## src/rtl/ahb_decoder_mux.sv

```systemverilog
// AHB-Lite address decoder and slave response mux for SLAVE_NUM slaves, with a
// built-in default slave that answers unmapped NONSEQ/SEQ transfers with a two-cycle ERROR.
module ahb_decoder_mux #(
    parameter int unsigned AW = 32,
    parameter int unsigned DW = 32,
    parameter int unsigned SLAVE_NUM = 4,
    parameter logic [SLAVE_NUM*AW-1:0] SLAVE_BASE = '0,
    parameter logic [SLAVE_NUM*AW-1:0] SLAVE_SIZE = '0,
    parameter int unsigned CW = 8
) (
    input  logic                    hclk,
    input  logic                    hreset,
    input  logic [AW-1:0]           haddr,
    input  logic [1:0]              htrans,
    output logic [SLAVE_NUM-1:0]    hsel,
    input  logic [SLAVE_NUM-1:0]    hreadyout_s,
    input  logic [SLAVE_NUM-1:0]    hresp_s,
    input  logic [SLAVE_NUM*DW-1:0] hrdata_s,
    output logic                    hready,
    output logic                    hresp,
    output logic [DW-1:0]           hrdata,
    output logic [CW-1:0]           err_cnt
);

    typedef enum logic [1:0] {
        IDLE = 2'd0,
        ERR1 = 2'd1,
        ERR2 = 2'd2
    } state_t;

    state_t                 state;
    state_t                 state_nx;
    logic [SLAVE_NUM-1:0]   dsel;
    logic                   xfer;
    logic                   err_inc;

    assign xfer = (htrans == 2'b10) || (htrans == 2'b11);

    // Region compare in AW+1 bits so a region ending at 2^AW never wraps.
    always_comb begin
        logic           found;
        logic [AW:0]    addr_x;
        logic [AW:0]    base_x;
        logic [AW:0]    size_x;
        hsel   = '0;
        found  = 1'b0;
        addr_x = {1'b0, haddr};
        base_x = '0;
        size_x = '0;
        for (int unsigned i = 0; i < SLAVE_NUM; i++) begin
            base_x = {1'b0, SLAVE_BASE[i*AW +: AW]};
            size_x = {1'b0, SLAVE_SIZE[i*AW +: AW]};
            if (!found && (size_x != '0) && (addr_x >= base_x) &&
                (addr_x < base_x + size_x)) begin
                hsel[i] = 1'b1;
                found   = 1'b1;
            end
        end
    end

    // Data-phase select follows the address phase whenever the bus advances.
    always_ff @(posedge hclk or posedge hreset) begin
        if (hreset) begin
            dsel <= '0;
        end else if (hready) begin
            dsel <= hsel;
        end
    end

    always_ff @(posedge hclk or posedge hreset) begin
        if (hreset) begin
            state   <= IDLE;
            err_cnt <= '0;
        end else begin
            state <= state_nx;
            if (err_inc && (err_cnt != {CW{1'b1}})) begin
                err_cnt <= err_cnt + CW'(1);
            end
        end
    end

    always_comb begin
        state_nx = state;
        err_inc  = 1'b0;
        case (state)
            IDLE, ERR2: begin
                if (hready && xfer && (hsel == '0)) begin
                    state_nx = ERR1;
                    err_inc  = 1'b1;
                end else begin
                    state_nx = IDLE;
                end
            end
            ERR1:    state_nx = ERR2;
            default: state_nx = IDLE;
        endcase
    end

    // A selected slave owns the response; otherwise the default slave drives it.
    always_comb begin
        hready = 1'b1;
        hresp  = 1'b0;
        hrdata = '0;
        if (dsel != '0) begin
            hready = |(dsel & hreadyout_s);
            hresp  = |(dsel & hresp_s);
            for (int unsigned i = 0; i < SLAVE_NUM; i++) begin
                if (dsel[i]) begin
                    hrdata = hrdata | hrdata_s[i*DW +: DW];
                end
            end
        end else begin
            case (state)
                ERR1: begin
                    hready = 1'b0;
                    hresp  = 1'b1;
                end
                ERR2: begin
                    hready = 1'b1;
                    hresp  = 1'b1;
                end
                default: begin
                    hready = 1'b1;
                    hresp  = 1'b0;
                end
            endcase
        end
    end

endmodule

```

## config.mk

```make
export PLATFORM = sky130hd
export DESIGN_NAME = ahb_decoder_mux
export DESIGN_NICKNAME = d
export VERILOG_FILES = /design/src/rtl/ahb_decoder_mux.sv
export SDC_FILE = /design/constraint.sdc
export NUM_CORES = 1
export LEC_CHECK = 0
export BUFFER_PORTS_ARGS = -buffer_cell sky130_fd_sc_hd__buf_2
export CAP_MARGIN = 20
export CELL_PAD_IN_SITES_DETAIL_PLACEMENT = 0
export CELL_PAD_IN_SITES_GLOBAL_PLACEMENT = 1
export CORE_MARGIN = 5
export CORE_UTILIZATION = 11
export CTS_BUF_LIST = sky130_fd_sc_hd__clkbuf_4 sky130_fd_sc_hd__clkbuf_8 sky130_fd_sc_hd__clkbuf_16
export DETAILED_ROUTE_END_ITERATION = 16
export GPL_ROUTABILITY_DRIVEN = 0
export PLACE_DENSITY = 0.8
export SYNTH_ARGS = -nofsm -noshare
export SYNTH_HDL_FRONTEND = slang
export SYNTH_SLANG_ARGS = --single-unit
```

## constraint.sdc

```tcl
create_clock -name hclk -period 2.24 [get_ports hclk]
set_clock_uncertainty 0.1 [all_clocks]
set_input_delay 0.56 -clock hclk [delete_from_list [all_inputs] [get_ports hclk]]
set_output_delay 0.56 -clock hclk [all_outputs]
set_load 0.01 [all_outputs]
```

Word level (Yosys, flattened, before mapping)
Cells that the tools add are included.
{"block": "totals", "register_bits": 10, "latchBits": 0, "ramBits": 0, "rom_bits": 0, "out_inout_bits": 46, "wordCells": 20, "mem_count": 0}
{"block": "op_classes", "addsub": 1, "mul": 0, "n_div": 0, "n_lt_le_gt_ge": 0, "n_eq_ne": 5, "n_shift": 0, "n_mux": 6, "bitwise_logic": 0, "reduce_logical": 6}
{"operator": "$add A8 B1 Y8 const B", "count": 1}
{"operator": "$ne A8 B8 Y1 const B", "count": 1}
{"operator": "$eq A2 B2 Y1 const B", "count": 3}
{"operator": "$mux W1", "count": 5}
{"operator": "$pmux W2 S2", "count": 1}
{"operator": "$reduce_or A2 Y1", "count": 2}
{"operator": "$eq A2 B1 Y1 const B", "count": 1}
{"operator": "$logic_and A1 B1 Y1", "count": 2}
{"operator": "$logic_not A2 Y1", "count": 1}
{"operator": "$logic_or A1 B1 Y1", "count": 1}

Depth between registers and ports, before layout
Gate-level depths: netlist (run 1).
{"block": "depth", "ltp_word": 6, "mapped_depth": 6, "ltp_nobuf": 6}

Least setup slack after synthesis (run 1)
No wires, ideal clock.
{"block": "synth_timing", "path_kind": "reg-to-reg", "start": "register state[0]", "end": "register err_cnt[7]", "arrival_ns": 1.457, "setup_slack_ns": 0.558, "stages_incl_launch_ff": 6, "period_less_slack_ns": 1.682, "path_cell_list": "dfrtp_1 ha_1 nand2b_4 nor3_4 and3_1 mux2_4"}
{"block": "synth_between", "elab_chain_cells": 6, "word_cells_on_any_way": 9, "cone_classes": "eq/ne: 2; mux: 3; reduce/logical: 4"}
{"element": "from (decl)", "line_no": "31", "rtl": "state_t state;"}
{"element": "from (signal assigned)", "line_no": "75", "rtl": "state <= state_nx;"}
{"element": "$eq A2 B1 Y1", "line_no": "113", "rtl": "case (state)"}
{"element": "$mux W1", "line_no": "113"}
{"element": "$logic_and A1 B1 Y1", "line_no": "87", "rtl": "if (hready && xfer && (hsel == '0)) begin"}
{"element": "$mux W1", "line_no": "87"}
{"element": "$mux W1 *", "line_no": "85", "rtl": "case (state)"}
{"element": "$logic_and A1 B1 Y1 *", "line_no": "76", "rtl": "if (err_inc && (err_cnt != {CW{1'b1}})) begin"}
{"element": "to (signal assigned)", "line_no": "77", "rtl": "err_cnt <= err_cnt + CW'(1);"}
{"element": "to (decl)", "line_no": "22", "rtl": "output logic [CW-1:0] err_cnt"}
Mark *: on every way between the ends. The rest lies on a longest branch, timed or not.
A chain may end at the register's enable or synchronous reset.

Worst setup path in the final report (run 1)
{"block": "layout_timing", "start": "register state[1]", "end": "register err_cnt[7]"}
Same word-level chain as after synthesis.

==> flow_metrics.tcl, run 1 <==
set metrics [dict create \
    grt_pass1_vias 458 \
    die_x_um 98.5 \
    io_pins 218 \
    cts_inserted_buffers 3 \
    fmax_mhz 546 \
    syn_avg_cell_area_um2 9.69 \
    synthCells 89 \
    grt_max_degree 11 \
    ys_seq_area_frac 0.290 \
    postRouteAntennaNets 0 \
    root_buffer "clkbuf_8" \
    grt_remaining_overflow 0 \
    area_growth_pct 10.4 \
    r2r_end "err_cnt[7]$_DFFE_PP0P_" \
    final_common_cell "conb_1" \
    finalPower_mw 1.07 \
    period_minus_slack_ns 1.83 \
    finalHoldViolCount 0 \
    ff2ff_path_depth 6 \
    drcViolationCount 0 \
    cts_max_path_buffers 2 \
    peakVddDrop_v 0.000251 \
    cp.arrival_ns 1.84 \
    r2r_start "state[1]$_DFF_PP0_" \
    clkLatencyLatePin_ns 0.23 \
    synth.largest_area_cell "buf_4" \
    cp_max_fo 5 \
    tritoncts "yes" \
    core_region_area_um2 7690 \
    end_kind "flop" \
    synth_top_area_frac 0.313 \
    nFillCells 898 \
    wl_mm 1.54 \
    die_height_um 98.5 \
    diodes 0 \
    cts_setup_buffers 0 \
    drt_iter0_markers 18 \
    yosysWarnings 0 \
    final_cell_mix "conb_1 (36), buf_2 (12), dfrtp_1 (10)" \
    setup_viol 0 \
    synth.area.top_cells "buf_4 (31%), dfrtp_1 (29%), ha_1 (8.7%)" \
    port_buffers 12 \
    p_leak_nw 0.459 \
    ys_types 27 \
    num_rows 32 \
    initial_core_util 0.112 \
    cap_violations 0 \
    ff2ff_setup_slack_ns 0.41 \
    rsz0062_at_grt "no" \
    startpoint "state[1]$_DFF_PP0_" \
    syn_area_um2 862 \
    clock-sinks 10 \
    num_vias 498 \
    crit_end "err_cnt[7]$_DFFE_PP0P_" \
    cts_resized 0 \
    post_drt_wl_per_cell_um 7.52 \
    status "finished, final reports clean" \
    setup.worst_path.start_class "flop" \
    routed_via_density 2.43 \
    fin_util 0.124 \
    clk_pin_slew_worst_paths_ns 0.05 \
    dp_hpwl_mm 1.33 \
    slew_viol_final 0 \
    criticalPathCategory "reg -> reg" \
    antenna_found_initial 0 \
    grt_pass1_wl_mm 2.26 \
    pwr_density_cell_nw_per_um2 1130 \
    layout_worst_path_cycle_share 0.817 \
    grtUsageTotal 0.0305 \
    ys_seq_elements 10 \
    nNetsFinal 283 \
    hold_path_class "in -> async" \
    die-area_um2 9710 \
    worstPathRequired_ns 2.25 \
    drtPass1Iterations 4 \
    cts_hold_buffers 0 \
    drive_gt1_frac 0.223 \
    htree_levels 1 \
    finalSetupTns_ns 0 \
]
worst min path at each step:
stage / cells after the start / end / start / slack (ns)
6_report: 2 / state[1]$_DFF_PP0_ / hreset / 0.20
5_1_grt: 2 / err_cnt[0]$_DFFE_PP0P_ / hreset / 0.25
4_1_cts: 2 / state[1]$_DFF_PP0_ / hreset / 0.22
3_5_place_dp: 1 / err_cnt[0]$_DFFE_PP0P_ / err_cnt[0]$_DFFE_PP0P_ / 0.42
3_3_place_gp: 1 / err_cnt[0]$_DFFE_PP0P_ / err_cnt[0]$_DFFE_PP0P_ / 0.41
2_1_floorplan: 1 / err_cnt[0]$_DFFE_PP0P_ / hreset / 0.30
cell families after synthesis:
group                      after synthesis  share of synthesized area
buffers and inverters                   42                      0.340
and+or+nand+nor                         20                      0.164
DFF                                     10                      0.290
adders and majority gates                6                     0.0871
AOI/OAI and AO/OA                        5                     0.0523
muxes                                    3                     0.0421
xor gates and xnor gates                 2                     0.0203
other                                    1                    0.00435
critical path, cell delays in order, from the launching register on:
cell and delay, ns:
dfrtp_1 0.37, inv_1 0.09, ha_1 0.19, nand2b_4 0.19, nor3_4 0.26, and3_1 0.21
mux2_4 0.30
layout make-up:
type                    count  area (um^2)  share of cell area
multi-input cells          72          450               0.473
flip-flops and latches     10          250               0.263
well taps                 102          128               0.134
repair buffers             12         60.1              0.0631
clock buffers               3         41.3              0.0434
inverters                   6         22.5              0.0237
through the flow:
stage                     instances  setup slack, ns  instance area, um^2  hold WS (ns)
final                           205            0.410                  952         0.203
after CTS                       205            0.419                  952         0.222
after floorplan                 124            0.558                  993         0.300
after global routing            205            0.313                  952         0.250
after global placement          202            0.475                  911         0.406
after detailed placement        202            0.429                  911         0.423
registers in the layout, indices dropped and copies added, names as in the netlist:
name,count
err_cnt,8
state,2
layer usage:
layer / vias up / share of wire / GRT usage
li1: 241 / - / -
met2: 35 / 0.44 / 0.0447
met5: - / 0 / 0
met3: 2 / 0.15 / 0.0219
met4: 0 / 0.0026 / 0.00630
met1: 220 / 0.40 / 0.0363
synthesized netlist by cell type:
master,number
mux2i_1,1
o21a_1,1
and4_4,1
nor4b_2,1
nand2b_4,1
nor2_1,3
inv_1,6
buf_4,36
a21oi_1,2
and3_2,1
conb_1,1
a211oi_4,1
nor2_4,1
nor3_4,1
mux2_1,1
nand3_1,2
xnor2_1,1
dfrtp_1,10
nor3_1,1
a21boi_0,1
nor4_1,1
mux2_4,1
nand2_1,4
nor2b_1,1
ha_1,6
and3_1,2
xor2_1,1
power breakdown:
group	leakage (nW)	switching, mW	total (mW)	internal [mW]
sequential	0.121	0.0931	0.361	0.268
combinational	0.317	0.314	0.529	0.216
clock	0.0216	0.0639	0.181	0.117
(Power assumes the default switching activity.)
==> inputs of run 2 (changes only) <==
--- a/config.mk
+++ b/config.mk
@@ -5,16 +5,17 @@
 export SDC_FILE = /design/constraint.sdc
 export NUM_CORES = 1
 export LEC_CHECK = 0
+export ABC_AREA = 1
 export BUFFER_PORTS_ARGS = -buffer_cell sky130_fd_sc_hd__buf_2
 export CAP_MARGIN = 20
 export CELL_PAD_IN_SITES_DETAIL_PLACEMENT = 0
 export CELL_PAD_IN_SITES_GLOBAL_PLACEMENT = 1
 export CORE_MARGIN = 5
-export CORE_UTILIZATION = 11
+export CORE_UTILIZATION = 10
 export CTS_BUF_LIST = sky130_fd_sc_hd__clkbuf_4 sky130_fd_sc_hd__clkbuf_8 sky130_fd_sc_hd__clkbuf_16
 export DETAILED_ROUTE_END_ITERATION = 16
 export GPL_ROUTABILITY_DRIVEN = 0
-export PLACE_DENSITY = 0.8
+export PLACE_DENSITY = 0.75
 export SYNTH_ARGS = -nofsm -noshare
 export SYNTH_HDL_FRONTEND = slang
 export SYNTH_SLANG_ARGS = --single-unit
==> constraint.sdc (replaced) <==
create_clock -name hclk -period 1.5 [get_ports hclk]
set_clock_uncertainty 0.1 [all_clocks]
set_input_delay 0.375 -clock hclk [delete_from_list [all_inputs] [get_ports hclk]]
set_output_delay 0.375 -clock hclk [all_outputs]
set_load 0.01 [all_outputs]
==> run 2 against run 1 <==
Net effect:
- sequential power rose by 20%
- routed wire length rose by 17%
- the run now ends with setup timing left
- die area rose by 15%
- critical path depth fell by 3
- non-clock buffer count rose by 9
- final cell count rose by 24%
- critical endpoint is now hresp
- combinational power rose by 80%
- worst setup slack got worse by 0.46 ns
- highest routed layer unchanged
- global-route usage rose by 0.19 points
- via count rose by 33%
- register-to-register slack got worse by 0.35 ns
- clock power rose by 52%
==> flow_metrics.tcl, run 2 <==
set metrics [dict create \
    status "finished with violations" \
    violations "setup timing" \
    port_buffers 12 \
    synth-compound-area-share 0.00546 \
    num_vias 664 \
    root_buffer "clkbuf_8" \
    slew_viol_final 0 \
    die-area_um2 11200 \
    core_region_area_um2 9060 \
    synthAdderAreaFrac 0.0820 \
    drcViolationCount 0 \
    final_common_cell "conb_1" \
    top_regs "err_cnt: 8 flops, state: 2 flops" \
    pwr_density_cell_nw_per_um2 1480 \
    cp_max_fo 3 \
    synth.largest_area_cell "buf_4" \
    clk_pin_slew_worst_paths_ns 0.05 \
    antenna_found_initial 0 \
    muxShareOfSynthArea 0 \
    grt_remaining_overflow 0 \
    end_kind "primary output" \
    peakVddDrop_v 0.000291 \
    ys_seq_area_frac 0.273 \
    synth.area.top_cells "buf_4 (30%), dfrtp_1 (27%), nand2_1 (12%)" \
    wl_mm 1.80 \
    ys_types 15 \
    syn_area_um2 916 \
    synth_common_cells "buf_4 (37), nand2_1 (30), inv_1 (14)" \
    die_height_um 106 \
    final_cell_mix "conb_1 (36), nand2_1 (29), inv_1 (10), dfrtp_1 (10), buf_2 (10)" \
    criticalPathCategory "reg -> out" \
    ys_seq_elements 10 \
    grtUsageTotal 0.0323 \
    drt_iter0_markers 9 \
    regMostFlops "err_cnt" \
    largest_register_ff_count 8 \
    htree_levels 1 \
    clock-sinks 10 \
    finalHoldViolCount 0 \
    initial_core_util 0.101 \
    p_leak_nw 0.577 \
    die_x_um 106 \
    synth_top_family_by_area "buffers and inverters" \
    period_minus_slack_ns 1.55 \
    post_drt_wl_per_cell_um 7.06 \
    syn_avg_cell_area_um2 7.51 \
    hold_path_class "in -> async" \
    diodes 0 \
    nFillCells 1045 \
    drtPass1Iterations 3 \
    tritoncts "yes" \
    synthCells 122 \
    grt_max_degree 11 \
    ff2ff_path_depth 9 \
    cp.arrival_ns 1.08 \
    cts_inserted_buffers 3 \
    synth-simple-area-share 0.239 \
    timing.final.ws_setup_ns -0.0509 \
    yosysMostFrequentCell "buf_4" \
    finalSetupTns_ns -0.0772 \
    setup_viol 2 \
    synth_edf_count 0 \
    grt_pass1_vias 546 \
    routed_via_density 2.60 \
    rsz0062_at_grt "yes" \
    area_growth_pct 22.7 \
    synth-xor-area-share 0.0287 \
    drive_gt1_frac 0.285 \
    async_flop_share 1.00 \
    synth_top_area_frac 0.303 \
    setup.worst_path.start_class "flop" \
    fin_util 0.124 \
    cap_violations 0 \
    grt_pass1_wl_mm 2.66 \
    synthFlopType "dfrtp_1" \
    clkLatencyLatePin_ns 0.23 \
    num_rows 35 \
    fmax_mhz 645 \
    cts_max_path_buffers 2 \
    yosysWarnings 0 \
    layout_worst_path_cycle_share 1.03 \
    dp_hpwl_mm 1.40 \
    worstPathRequired_ns 1.02 \
    nNetsFinal 324 \
    io_pins 218 \
    postRouteAntennaNets 0 \
    cts_hold_buffers 0 \
]
run 2: cell count changes after synthesis, sizes merged, moves of 2 or more:
cell | previous run | this run
nand3 | 2 | 4
nor3 | 2 | 0
xnor2 | 1 | 3
and3 | 3 | 0
a21oi | 2 | 0
inv | 6 | 15
nand2 | 4 | 35
nor2 | 4 | 10
mux2 | 2 | 0
run 2: area by class of cell:
class / instances / area [um^2] / area share
Clock buffer: 3 / 41.3 / 0.0367
Inverter: 15 / 58.8 / 0.0523
Multi-Input combinational cell: 95 / 490 / 0.437
Sequential cell: 10 / 250 / 0.223
Tap cell: 111 / 139 / 0.124
Timing Repair Buffer: 21 / 144 / 0.128
run 2: cell families after synthesis:
kind of cell | after synthesis
other | 1
buffers and inverters | 52
AO/OA/AOI/OAI | 1
flip-flops | 10
AND/OR/NAND/NOR | 49
XOR/XNOR | 3
adder cells (fa/ha/maj) | 6
run 2: final timing paths:
path	startpoint	endpoint	slack, ns
max	state[1]$_DFF_PP0_	hresp	-0.05
max reg2reg	state[0]$_DFF_PP0_	err_cnt[6]$_DFFE_PP0P_	0.06
min reg2reg	err_cnt[7]$_DFFE_PP0P_	err_cnt[7]$_DFFE_PP0P_	0.43
min in group hclk	err_cnt[7]$_DFFE_PP0P_	err_cnt[7]$_DFFE_PP0P_	0.43
max in group asynchronous	hreset	err_cnt[5]$_DFFE_PP0P_	1.00
min	hreset	err_cnt[7]$_DFFE_PP0P_	0.02
run 2: critical path, stage by stage (launching register included):
cell and delay [ns]:
dfrtp_1 0.39, inv_2 0.11, ha_4 0.22, buf_6 0.12
run 2: through the flow:
stage               hold slack [ns]  worst slack (ns)  total power [mW]  std cells  area [um^2]
floorplan                     0.115             0.102             0.948        157         1050
global placement              0.270            0.0724              1.13        247          998
detailed placement            0.281            0.0579              1.15        247          998
CTS                          0.0302           -0.0492              1.64        254         1110
global route                 0.0625           -0.0846              1.81        255         1120
finish                       0.0152           -0.0509              1.66        255         1120
run 2: report_power, final:
group / internal [mW] / total, mW / switching [mW] / leakage [nW]
clock network: 0.175 / 0.276 / 0.101 / 0.0216
logic: 0.447 / 0.951 / 0.504 / 0.428
registers: 0.351 / 0.434 / 0.0828 / 0.127
run 2: repair_timing:
| item | 4_1_cts | 5_1_grt |
|---|---|---|
| buffers inserted | 4 | 1 |
| endpoints found under the setup margin | 2 | 10 |
| pin swaps | 1 | 2 |
| resized for setup | 9 | 3 |
run 2: routing by layer:
| metal | global-route usage | vias up | part of all wire |
|---|---|---|---|
| met4 | 0.0333 | 0 | 0.044 |
| li1 | - | 331 | - |
| met5 | 0 | - | 0 |
| met3 | 0.00919 | 5 | 0.10 |
| met2 | 0.0474 | 33 | 0.46 |
| met1 | 0.0362 | 295 | 0.40 |
